$ cat src/rtl/mem8x8_arbiter.sv
// Round-robin two-requester access controller for the 8x8 memory array.
// Sequences address, write-enable and output-enable with fixed setup/access/hold phases.
module mem8x8_arbiter #(
    parameter int DATA_W        = 8,
    parameter int ADR_W         = 3,
    parameter int ACCESS_CYCLES = 1
) (
    input  logic              clk,
    input  logic              rst_n,
    input  logic              req_a,
    input  logic              we_a,
    input  logic [ADR_W-1:0]  adr_a,
    input  logic [DATA_W-1:0] wdata_a,
    input  logic              req_b,
    input  logic              we_b,
    input  logic [ADR_W-1:0]  adr_b,
    input  logic [DATA_W-1:0] wdata_b,
    output logic              ack_a,
    output logic              ack_b,
    output logic [DATA_W-1:0] rdata,
    output logic              busy,
    output logic [ADR_W-1:0]  mem_adr,
    output logic [DATA_W-1:0] mem_din,
    output logic              mem_we,
    output logic              mem_oe,
    input  logic [DATA_W-1:0] mem_dout
);

    localparam int CNT_W = 4;

    typedef enum logic [1:0] {
        IDLE   = 2'd0,
        SETUP  = 2'd1,
        ACCESS = 2'd2,
        DONE   = 2'd3
    } state_t;

    typedef enum logic {
        SIDE_A = 1'b0,
        SIDE_B = 1'b1
    } side_t;

    // Every output is a field of this register, so no input reaches a pin combinationally.
    typedef struct packed {
        state_t             state;
        logic [CNT_W-1:0]   cnt;
        logic               op_we;
        side_t              side;
        side_t              prio;
        logic [ADR_W-1:0]   mem_adr;
        logic [DATA_W-1:0]  mem_din;
        logic               mem_we;
        logic               mem_oe;
        logic               ack_a;
        logic               ack_b;
        logic [DATA_W-1:0]  rdata;
        logic               busy;
    } regs_t;

    regs_t r;
    regs_t nx;

    logic              grant_b;
    logic              grant_we;
    logic [ADR_W-1:0]  grant_adr;
    logic [DATA_W-1:0] grant_din;

    assign grant_b   = req_b && (!req_a || (r.prio == SIDE_B));
    assign grant_we  = grant_b ? we_b    : we_a;
    assign grant_adr = grant_b ? adr_b   : adr_a;
    assign grant_din = grant_b ? wdata_b : wdata_a;

    // NOTE: the all-zero reset value encodes state IDLE and prio SIDE_A.
    always_ff @(posedge clk or negedge rst_n) begin
        if (!rst_n) begin
            r <= '0;
        end else begin
            // NOTE: state registers use non-blocking assignment so every flop samples pre-edge values.
            r <= nx;
        end
    end

    always_comb begin
        // NOTE: nx gets a full default first so no path through the case can infer a latch.
        nx       = r;
        nx.ack_a = 1'b0;
        nx.ack_b = 1'b0;

        case (r.state)
            IDLE: begin
                if (req_a || req_b) begin
                    nx.side    = grant_b ? SIDE_B : SIDE_A;
                    nx.op_we   = grant_we;
                    nx.mem_adr = grant_adr;
                    nx.mem_din = grant_din;
                    nx.mem_oe  = !grant_we;
                    nx.busy    = 1'b1;
                    nx.state   = SETUP;
                end
            end

            SETUP: begin
                nx.cnt    = CNT_W'(ACCESS_CYCLES - 1);
                nx.mem_we = r.op_we;
                nx.mem_oe = !r.op_we;
                nx.state  = ACCESS;
            end

            ACCESS: begin
                if (r.cnt == '0) begin
                    nx.mem_we = 1'b0;
                    nx.mem_oe = 1'b0;
                    if (!r.op_we) begin
                        nx.rdata = mem_dout;
                    end
                    nx.ack_a = (r.side == SIDE_A);
                    nx.ack_b = (r.side == SIDE_B);
                    nx.state = DONE;
                end else begin
                    nx.cnt = r.cnt - 1'b1;
                end
            end

            DONE: begin
                nx.prio  = (r.side == SIDE_A) ? SIDE_B : SIDE_A;
                nx.busy  = 1'b0;
                nx.state = IDLE;
            end

            default: begin
                nx.state = IDLE;
            end
        endcase
    end

    assign ack_a   = r.ack_a;
    assign ack_b   = r.ack_b;
    assign rdata   = r.rdata;
    assign busy    = r.busy;
    assign mem_adr = r.mem_adr;
    assign mem_din = r.mem_din;
    assign mem_we  = r.mem_we;
    assign mem_oe  = r.mem_oe;

endmodule

$ cat config.mk
export PLATFORM = sky130hd
export DESIGN_NAME = mem8x8_arbiter
export DESIGN_NICKNAME = d
export VERILOG_FILES = /design/src/rtl/mem8x8_arbiter.sv
export SDC_FILE = /design/constraint.sdc
export NUM_CORES = 1
export LEC_CHECK = 0
export CAP_MARGIN = 10
export CORE_MARGIN = 1.5
export CORE_UTILIZATION = 40
export DETAILED_ROUTE_END_ITERATION = 8
export MAX_ROUTING_LAYER = met4
export PLACE_DENSITY = 0.75
export SYNTH_ARGS = -nofsm -noshare
export SYNTH_HDL_FRONTEND = slang
export SYNTH_SLANG_ARGS = --single-unit
$ cat constraint.sdc
create_clock -name clk -period 1.95 [get_ports clk]
set_clock_uncertainty 0.2 [all_clocks]
set_input_delay 0.585 -clock clk [delete_from_list [all_inputs] [get_ports clk]]
set_output_delay 0.585 -clock clk [all_outputs]
set_load 0.01 [all_outputs]
# Word level (Yosys, flattened, before mapping)
# Index checks and enable logic that the tools add are counted.
word_totals:
  regBits: 33
  latch_bits: 0
  ramBits: 0
  mem_bits_ro: 0
  inputBits: 36
  out_inout_bits: 24
  wordCells: 58
  memories: 0
op_classes:
  n_addsub: 1
  mul: 0
  n_div: 0
  order_cmp: 0
  n_eq_ne: 6
  shift: 0
  mux: 18
  bitwise_logic: 2
  n_reduce_logical: 18
op_table:
  columns: ["cell", "count"]
  rows:
  - ["$mux 8", 2]
  - ["$mux 12", 1]
  - ["$mux 10", 1]
  - ["$reduce_and 2->1", 5]
  - ["$pmux 2 s4", 1]
  - ["$pmux 4 s2", 1]
  - ["$ne 2x2->1 const B", 3]
  - ["$reduce_and 3->1", 2]
  - ["$mux 1", 5]
  - ["$eq 2x2->1 const B", 2]
  - ["$logic_not 4->1", 1]
  - ["$mux 2", 2]
  - ["$mux 4", 1]
  - ["$pmux 1 s2", 2]
  - ["$reduce_bool 2->1", 2]
  - ["$sub 4x1->4 const B", 1]
  - ["$logic_not 1->1", 3]
  - ["$mux 3", 1]
  - ["$pmux 1 s3", 1]
  - ["$reduce_bool 3->1", 1]
  - ["$eq 2x1->1 const B", 1]
  - ["$logic_not 2->1", 1]
  - ["$logic_or 1x1->1", 2]
  - ["$not 1->1", 2]
  - ["$logic_and 1x1->1", 1]

# Longest topological paths before layout
# Gate-level depths: netlist (run 1).
depth:
  ltp_word: 7
  mapped_depth: 6
  ltp_nobuf: 6

# Least setup slack after synthesis (run 1)
# No wires, ideal clock.
synth_path:
  path_kind: "reg-to-reg"
  start: "reg r[27] in the netlist's numbering"
  end: "reg r (netlist bit mem_oe)"
  setup_time_ns: 0.128
  arrival_ns: 1.619
  t_required_ns: 1.622
  path_slack_ns: 0.003
  stages_incl_launch_ff: 7
  n_path_buf: 0
  period_less_slack_ns: 1.947
  path_cell_list: "dfrtp_1 -> inv_1 -> ha_1 -> or3b_4 -> and2_4 -> nor3_2 -> mux2_1"
synth_via:
  elab_chain_len: 3
synth_lines:
  columns: ["item", "line_no", "source"]
  rows:
  - ["start: declaration", "60", "regs_t r;"]
  - ["start signal: assignment", "79", "r <= nx;"]
  - ["$logic_not 4->1", "110", "if (r.cnt == '0) begin"]
  - ["$ne 2x2->1 (no line)", null, null]
  - ["$reduce_and 3->1 (no line)", null, null]
# Every way passes these cells.
# A chain may end at the register's enable or synchronous reset.

# Worst setup path after layout (run 1)
layout_path:
  start: "reg r[28] in the netlist's numbering"
  end: "reg r (netlist bit mem_oe)"
# The elaborated chain is that of the path after synthesis.

==> impl_metrics.json, run 1 <==
{
  "grt_max_degree": 34,
  "die_w_um": 67.9,
  "setup_viol": 0,
  "endpoint": "mem_oe",
  "ff2ff_path_depth": 6,
  "grt_use_total_pct": 16.7,
  "maxCapViolCount": 0,
  "pre_cts_slack_ns": -0.366,
  "grtUsageMet2_pct": 27.1,
  "final.period_utilization_pct": 99.2,
  "synth_seq_cells": 33,
  "worst_slew_pin_slew_ns": 0.350,
  "hp-class": "flip-flop to flip-flop",
  "cts_inserted_buffers": 5,
  "leakagePower_nw": 1.20,
  "grt_antenna_before_repair": 0,
  "clk_pin_slew_ns": 0.06,
  "io-pin-count": 60,
  "crit_path_end_kind": "flip-flop",
  "async_flop_share_pct": 100,
  "synthCells": 154,
  "syn-cell-area_um2": 1690,
  "cts_root_buf": "clkbuf_8",
  "dpl.hpwl_um": 2640,
  "use_met1_pct": 18.9,
  "p_comb_share_pct": 46.1,
  "slowest_stage": "dfrtp_1",
  "cp_num_buf_inv": 1,
  "nets": 254,
  "clkPwrFrac_pct": 16.0,
  "drt-pass1-iter-count": 4,
  "finalHoldViolations": 0,
  "power_density_nw_per_um2": 1240,
  "htree_levels": 2,
  "core-area_um2": 4030,
  "cp_max_fo": 3,
  "cp-start-kind": "flip-flop",
  "syn-num-nets": 197,
  "drv_slew": 0,
  "synth_edf_count": 0,
  "grt_busiest_layer": "met2",
  "synth_largest_area_cell": "dfrtp_1",
  "die_h_um": 67.9,
  "clk_latency_ns": 0.29,
  "slew_headroom_pct": 76.6,
  "synth.most_common_cell": "dfrtp_1",
  "crit_arrival_ns": 1.91,
  "die_area_um2": 4610,
  "syn_area_per_cell_um2": 10.9,
  "rows": 23,
  "switchingPower_mw": 1.04,
  "r2r_end": "mem_oe",
  "seq_area_frac_synth_pct": 49.0,
  "drtIter0Drc": 40,
  "diodes": 0,
  "cp_top_family": "simple AND/OR/NAND/NOR gates",
  "routedWlPerCell_um": 13.4,
  "vias": 1247,
  "p_int_mw": 1.98,
  "vias_per_cell": 4.76,
  "rrSetupSlack_ns": 0.02,
  "max_stage_delay_ns": 0.39,
  "yosysTopAreaCellShare_pct": 49.0,
  "post-route-min-period_ns": 1.93,
  "seq_power_share_pct": 37.9,
  "rsz0062_at_grt": "true",
  "peakVddDrop_mv": 0.595,
  "gp_congestion": 0.807,
  "cts.sinks": 33,
  "crit_chain": "inv_2 -> ha_4 -> or3b_4 -> and2_4 -> nor3_4 -> mux2_4",
  "start_util_pct": 41.8,
  "cp.required_ns": 1.92,
  "cts_hold_buf": 0,
  "grtUsageMet3_pct": 3.78,
  "clock.fmax_ghz": 0.517,
  "ys_top_cells_by_area": "dfrtp_1 49%, buf_4 8.5%, mux2i_1 7.7%",
  "globalRouteOverflowTotal": 0,
  "drive_above_1_share_pct": 19.3,
  "synth.top_cells.by_count": "33 x dfrtp_1, 19 x buf_4, 15 x nand2_1",
  "wirelength_um": 3510,
  "crit_type": "flip-flop to flip-flop",
  "ant_nets": 0,
  "clk_path_buf_depth": 2,
  "ys_types": 31,
  "grt_pass1_vias": 1195,
  "p_sw_share_pct": 34.4,
  "startpoint": "r[28]",
  "setup_slack_ns": 0.0160,
  "ys_warn_count": 0,
  "rr_startpoint": "r[28]",
  "drc_errors": 0,
  "whs_ns": 0.273,
  "syn2layout_area_growth_pct": 44.2,
  "grt_first_pass_wirelength_um": 5330,
  "status": "completed",
  "cp.depth": 6,
  "cts_tree": "yes",
  "portBuffers": 59,
  "synth_flop_cell": "dfrtp_1"
}
[worst min-delay path: stages, from the launching register on]
cell and delay, ns:
dfrtp_1 0.34, nand2_1 0.04, o21ai_0 0.06
[power groups by stage]
stage	combinational (mW)	clock [mW]	sequential (mW)
2_1_floorplan	0.991	0	1.14
3_3_place_gp	1.43	0	1.15
3_5_place_dp	1.49	0	1.17
4_1_cts	1.40	0.495	1.15
5_1_grt	1.54	0.524	1.18
6_report	1.39	0.482	1.15
[stage by stage]
step / std cells / area (um^2) / TNS [ns] / utilization, % / power [mW]
floorplan: 154 / 1690 / 0 / - / 2.13
global placement: 251 / 2290 / -1.84 / 56.8 / 2.59
detailed placement: 251 / 2290 / -3.12 / 56.8 / 2.66
CTS: 260 / 2380 / -0.122 / 59.0 / 3.04
global route: 262 / 2430 / -0.0601 / 60.3 / 3.25
finish: 262 / 2430 / 0 / 60.3 / 3.02
[worst min-delay path by stage]
stage                           from    endpoint  slack, ns  depth (start not counted)
final                     mem_din[1]  mem_din[1]       0.27                          2
after global routing      mem_adr[1]  mem_adr[1]       0.30                          2
after CTS                 mem_din[1]  mem_din[1]       0.28                          2
after detailed placement  mem_din[1]  mem_din[1]       0.27                          2
after global placement    mem_din[1]  mem_din[1]       0.26                          2
after floorplan                rst_n       ack_a       0.09                          0
[cells in the final DEF, fill, tap and decap left out, drive strengths merged]
cell type and n:
a21boi 1, nand2b 2, mux2i 13, or2b 1
nor2b 1, ha 7, clkbuf 8, nor2 4
dfrtp 33, buf 14, a21oi 3, nor3b 2
clkdlybuf4s50 35, a32o 1, nand2 15, o31ai 1
inv 7, and3 2, o21ai 15, or3b 1
nand3 4, dlygate4sd2 21, xnor2 1, o32a 1
mux2 11, and2 2, dlymetal6s2s 3, nor3 3
[flip-flops by register name, indices dropped and copies added, names as in the netlist]
name     flops
r            9
mem_din      8
rdata        8
mem_adr      3
ack_a        1
ack_b        1
busy         1
mem_oe       1
mem_we       1
[area by class of cell]
class,instances,area (um^2)
repair buffers,73,702
inverters,7,26.3
fillers,357,1600
clock buffers,8,80.1
multi-input cells,91,733
well taps,50,62.6
flip-flops and latches,33,826
[layer usage]
layer | vias up | part of all wire (%)
met2 | 41 | 52
met4 | 0 | 2.5
li1 | 615 | -
met3 | 7 | 5.5
met5 | - | 0
met1 | 584 | 40
[kinds of logic after synthesis]
| group | count (synthesis) | share of synthesized area, % |
|---|---|---|
| compound gates | 22 | 7.42 |
| xor+xnor | 1 | 0.520 |
| fa+ha+maj | 7 | 5.20 |
| buf+inv | 30 | 11.0 |
| flops | 33 | 49.0 |
| mux | 24 | 15.1 |
| simple gates | 37 | 11.8 |
[repair_timing]
action / CTS / global route
pin swaps: 3 / 3
endpoints found under the setup margin: 31 / 12
setup buffers: 1 / 2
resized for setup: 29 / 10
No activity file was read; power rests on OpenSTA's default activity.
==> inputs of run 2 (changes only) <==
CORE_UTILIZATION = 30   (was 40)
PLACE_DENSITY = unset   (was 0.75)
SETUP_SLACK_MARGIN = 0.5   (was unset)
==> impl_metrics.json, run 2 (synthesized netlist as in run 1, its figures left out) <==
{
  "crit_type": "flip-flop to flip-flop",
  "clock.fmax_ghz": 0.526,
  "drt-pass1-iter-count": 4,
  "gp_congestion": 0.729,
  "rsz0062_at_grt": "true",
  "grt_first_pass_wirelength_um": 6380,
  "core-area_um2": 5470,
  "layout_commonest_cell": "buf_4",
  "cp_max_fo": 2,
  "max_flop_register": "r",
  "rr_startpoint": "r[27]",
  "r2r_end": "mem_oe",
  "portBuffers": 59,
  "vias_per_cell": 4.29,
  "slew_headroom_pct": 73.5,
  "maxCapViolCount": 0,
  "htree_levels": 2,
  "clk_latency_ns": 0.28,
  "syn2layout_area_growth_pct": 64.4,
  "finalHoldViolations": 0,
  "final_cell_mix": "37 x buf_4, 33 x dfrtp_1, 32 x clkdlybuf4s50_1",
  "crit_path_end_kind": "flip-flop",
  "cts_inserted_buffers": 5,
  "leakagePower_nw": 1.37,
  "vias": 1361,
  "power_density_nw_per_um2": 1370,
  "globalRouteOverflowTotal": 0,
  "drtIter0Drc": 70,
  "drive_above_1_share_pct": 48.2,
  "p_total_mw": 3.80,
  "clk_path_buf_depth": 2,
  "cp.required_ns": 1.92,
  "io-pin-count": 60,
  "die_area_um2": 6080,
  "cts_root_buf": "clkbuf_8",
  "grt_max_degree": 20,
  "whs_ns": 0.0161,
  "final.period_utilization_pct": 97.4,
  "rrSetupSlack_ns": 0.05,
  "instances_no_fill": 317,
  "dpl.cell_count": 274,
  "worst_slew_pin_slew_ns": 0.398,
  "die_w_um": 78.0,
  "cp-start-kind": "flip-flop",
  "cts_tree": "yes",
  "nets": 287,
  "die_h_um": 78.0,
  "dpl.hpwl_um": 2650,
  "post-route-util_pct": 50.6,
  "clk_pin_slew_ns": 0.07,
  "ant_nets": 0,
  "hp-class": "input port to asynchronous set/reset pin",
  "drv_slew": 0,
  "diodes": 0,
  "peakVddDrop_mv": 0.560,
  "drc_errors": 0,
  "endpoint": "mem_oe",
  "grt_pass1_vias": 1327,
  "crit_arrival_ns": 1.87,
  "tns_ns": 0,
  "cts_hold_buf": 0,
  "start_util_pct": 30.8,
  "post-route-min-period_ns": 1.90,
  "routedWlPerCell_um": 12.9,
  "rows": 27,
  "cts.sinks": 33,
  "largest_reg_flops": 9,
  "setup_viol": 0,
  "status": "completed",
  "startpoint": "r[27]",
  "ff2ff_path_depth": 6,
  "grt_antenna_before_repair": 0,
  "grt_use_total_pct": 14.1,
  "wirelength_um": 4100
}
==> run 2: changes by cell type in the layout (fill, tap and decap cells not counted), sizes merged <==
cell / change
clkinv: +2
dlygate4sd2: -21
dlymetal6s2s: -3
buf: +60
clkbuf: -2
clkdlybuf4s50: -3
==> run 2: per-stage QoR <==
stage,cell area (um^2),worst slack [ns]
after global routing,2770,0.0226
after global placement,2390,-0.244
after detailed placement,2390,-0.311
after CTS,2600,0.0321
final,2770,0.0506
after floorplan,1760,0.00529
==> run 2: what timing repair did <==
item	in CTS	in global routing
pin swaps	8	4
setup endpoints to repair	55	55
gates cloned	1	1
resized for setup	132	25
setup buffers	19	14
==> run 2: worst min path at each step <==
stage	from	endpoint	slack [ns]
6_report	rst_n	r[31]	0.02
5_1_grt	rst_n	r[31]	0.04
4_1_cts	rst_n	r[31]	0.03
3_5_place_dp	mem_din[2]	mem_din[2]	0.27
3_3_place_gp	mem_din[1]	mem_din[1]	0.26
2_1_floorplan	rst_n	ack_a	0.09
==> run 2: final cells by class <==
| class | count | area [um^2] |
|---|---|---|
| inverters | 7 | 26.3 |
| fillers | 506 | 2700 |
| flip-flops and latches | 33 | 826 |
| multi-input cells | 91 | 861 |
| clock buffers | 6 | 72.6 |
| well taps | 72 | 90.1 |
| repair buffers | 106 | 885 |
| clock inverters | 2 | 10.0 |
==> run 2: worst max-delay path: stages (launching register included) <==
cell and delay (ns):
dfrtp_1 0.39, inv_2 0.09, ha_4 0.13, or3b_4 0.37
and2_4 0.17, nor3_4 0.13, mux2_4 0.31
==> run 2: per-layer routing <==
| layer | track usage (%) | wire (um) | vias up |
|---|---|---|---|
| met1 | 17.1 | 1870 | 630 |
| met3 | 3.18 | 211 | 7 |
| met2 | 21.7 | 1930 | 41 |
| li1 | - | - | 683 |
| met5 | - | 0 | - |
| met4 | 8.21 | 89 | 0 |
==> run 2: power breakdown <==
group	switching [mW]	total [mW]	internal (mW)	leakage (nW)
sequential	0.171	1.15	0.983	0.409
clock	0.250	0.498	0.247	0.0450
combinational	0.868	2.15	1.28	0.919
total	1.29	3.80	2.51	1.37
==> inputs of run 3 (changes only) <==
ABC_AREA = 1   (was unset)
CAP_MARGIN = 20   (was 10)
==> impl_metrics.json, run 3 <==
{
  "grt_first_pass_wirelength_um": 6710,
  "ys_types": 22,
  "crit_arrival_ns": 0.83,
  "drc_errors": 0,
  "design_area_um2": 2740,
  "cp_max_fo": 2,
  "peakVddDrop_mv": 0.945,
  "syn-cell-area_um2": 1760,
  "dpl.hpwl_um": 2720,
  "vias_per_cell": 4.36,
  "synth.top_cells.by_count": "35 x nand2_1, 33 x dfrtp_1, 22 x a21oi_1, 22 x inv_1, 20 x buf_4",
  "ys_top_cells_by_area": "dfrtp_1 47%, buf_4 8.5%, nand2_1 7.5%",
  "rr_startpoint": "r[27]",
  "core-area_um2": 5570,
  "cts_inserted_buffers": 5,
  "io-pin-count": 60,
  "cp_num_buf_inv": 1,
  "syn-num-nets": 241,
  "htree_levels": 2,
  "clk_pin_slew_ns": 0.07,
  "die_area_um2": 6350,
  "cp-start-kind": "flip-flop",
  "globalRouteOverflowTotal": 0,
  "rows": 27,
  "rsz0062_at_grt": "true",
  "drv_slew": 0,
  "p_total_mw": 4.39,
  "worst_slew_pin_slew_ns": 0.318,
  "drive_above_1_share_pct": 45.9,
  "synth.most_common_cell": "nand2_1",
  "power_density_nw_per_um2": 1600,
  "start_util_pct": 31.6,
  "cts.sinks": 33,
  "synthCells": 198,
  "die_w_um": 79.7,
  "setup_viol": 0,
  "clk_latency_ns": 0.29,
  "slowest_stage": "dfrtp_1",
  "nets": 308,
  "final.period_utilization_pct": 82.8,
  "cp.required_ns": 1.16,
  "die_h_um": 79.7,
  "cts_tree": "yes",
  "portBuffers": 59,
  "min_path_cells": 2,
  "pre_cts_slack_ns": -0.0724,
  "ff2ff_path_depth": 7,
  "post-route-min-period_ns": 1.62,
  "async_flop_share_pct": 100,
  "slew_headroom_pct": 78.8,
  "maxCapViolCount": 0,
  "clk_path_buf_depth": 2,
  "post-route-util_pct": 49.2,
  "ant_nets": 0,
  "cp_top_family": "flip-flops",
  "gp_congestion": 0.765,
  "drt-pass1-iter-count": 4,
  "rrSetupSlack_ns": 0.48,
  "worst_hold_startpoint": "rdata[2]",
  "routedWlPerCell_um": 13.2,
  "max_flop_register": "r",
  "crit_type": "flip-flop to output pin",
  "final_cell_mix": "33 x dfrtp_1, 33 x clkdlybuf4s50_1, 22 x buf_2",
  "hold_end": "rdata[2]",
  "crit_path_end_kind": "output pin",
  "synth_flop_cell": "dfrtp_1",
  "r2r_end": "rdata[0]",
  "seq_area_frac_synth_pct": 46.8,
  "placed_cell_area_um2": 2320,
  "cts_root_buf": "clkbuf_8",
  "vias": 1475,
  "num-fill-cells": 537,
  "drtIter0Drc": 31,
  "max_stage_delay_ns": 0.40,
  "synth_seq_cells": 33,
  "crit_chain": "buf_2",
  "diodes": 0,
  "grt_pass1_vias": 1409,
  "leakagePower_nw": 1.27,
  "wirelength_um": 4480,
  "startpoint": "mem_adr[0]",
  "grt_antenna_before_repair": 0,
  "yosysTopAreaCellShare_pct": 46.8,
  "hp-class": "flip-flop to flip-flop",
  "setup_slack_ns": 0.335,
  "clock.fmax_ghz": 0.619,
  "syn_area_per_cell_um2": 8.90,
  "largest_reg_flops": 9,
  "synth_largest_area_cell": "dfrtp_1",
  "ys_warn_count": 0,
  "finalHoldViolations": 0,
  "synth_edf_count": 0,
  "syn2layout_area_growth_pct": 55.6,
  "status": "completed",
  "cts_hold_buf": 0,
  "grt_use_total_pct": 14.3,
  "grt_max_degree": 34
}
## run 3: cells by family after synthesis
family                     Yosys count  synth area share [%]
xor gates and xnor gates             1                 0.497
AOI/OAI and AO/OA                   43                  15.4
buffers and inverters               50                  16.6
and+or+nand+nor                     64                  15.7
adders and majority gates            7                  4.97
DFF                                 33                  46.8
## run 3: how the worst max path moves through the flow
stage	end	depth (start not counted)
after floorplan	rdata[4]	8
after global placement	mem_din[5]	5
after detailed placement	mem_adr[0]	5
after CTS	mem_adr[0]	1
after global routing	mem_adr[0]	1
final	mem_adr[0]	1
## run 3: where the power goes
part / total [mW] / internal, mW / leakage (nW) / switching (mW)
clock network: 0.677 / 0.417 / 0.0585 / 0.260
logic: 2.48 / 1.18 / 0.812 / 1.31
registers: 1.23 / 1.02 / 0.395 / 0.208
total: 4.39 / 2.61 / 1.27 / 1.77
## run 3: layout make-up
cell class	count	area [um^2]	area share (%)
multi-input cells	116	878	32.0
flip-flops and latches	33	826	30.1
clock buffers	7	86.3	3.15
repair buffers	82	716	26.1
repair inverters	1	6.26	0.228
inverters	26	110	4.01
clock inverters	1	30.0	1.09
well taps	72	90.1	3.28
## run 3: metal layers
| layer | vias to the layer above | routed length (um) | track usage [%] |
|---|---|---|---|
| met2 | 38 | 2180 | 22.6 |
| met5 | - | 0 | - |
| li1 | 743 | - | - |
| met1 | 688 | 1980 | 17.2 |
| met3 | 6 | 241 | 4.23 |
| met4 | 0 | 86 | 5.26 |
## run 3: through the flow
step,std cells,hold WS (ns),TNS (ns)
final,338,0.284,0
after global routing,338,0.301,0
after CTS,326,0.284,0
after detailed placement,309,0.272,-0.757
after global placement,309,0.263,-0.222
after floorplan,198,0.0894,0
## run 3: timing repair
| action | 4_1_cts | 5_1_grt |
|---|---|---|
| cloned | 1 | 2 |
| resized for setup | 119 | 55 |
| setup endpoints to repair | 53 | 53 |
| pin swaps | 3 | 9 |
| setup buffers | 8 | 10 |
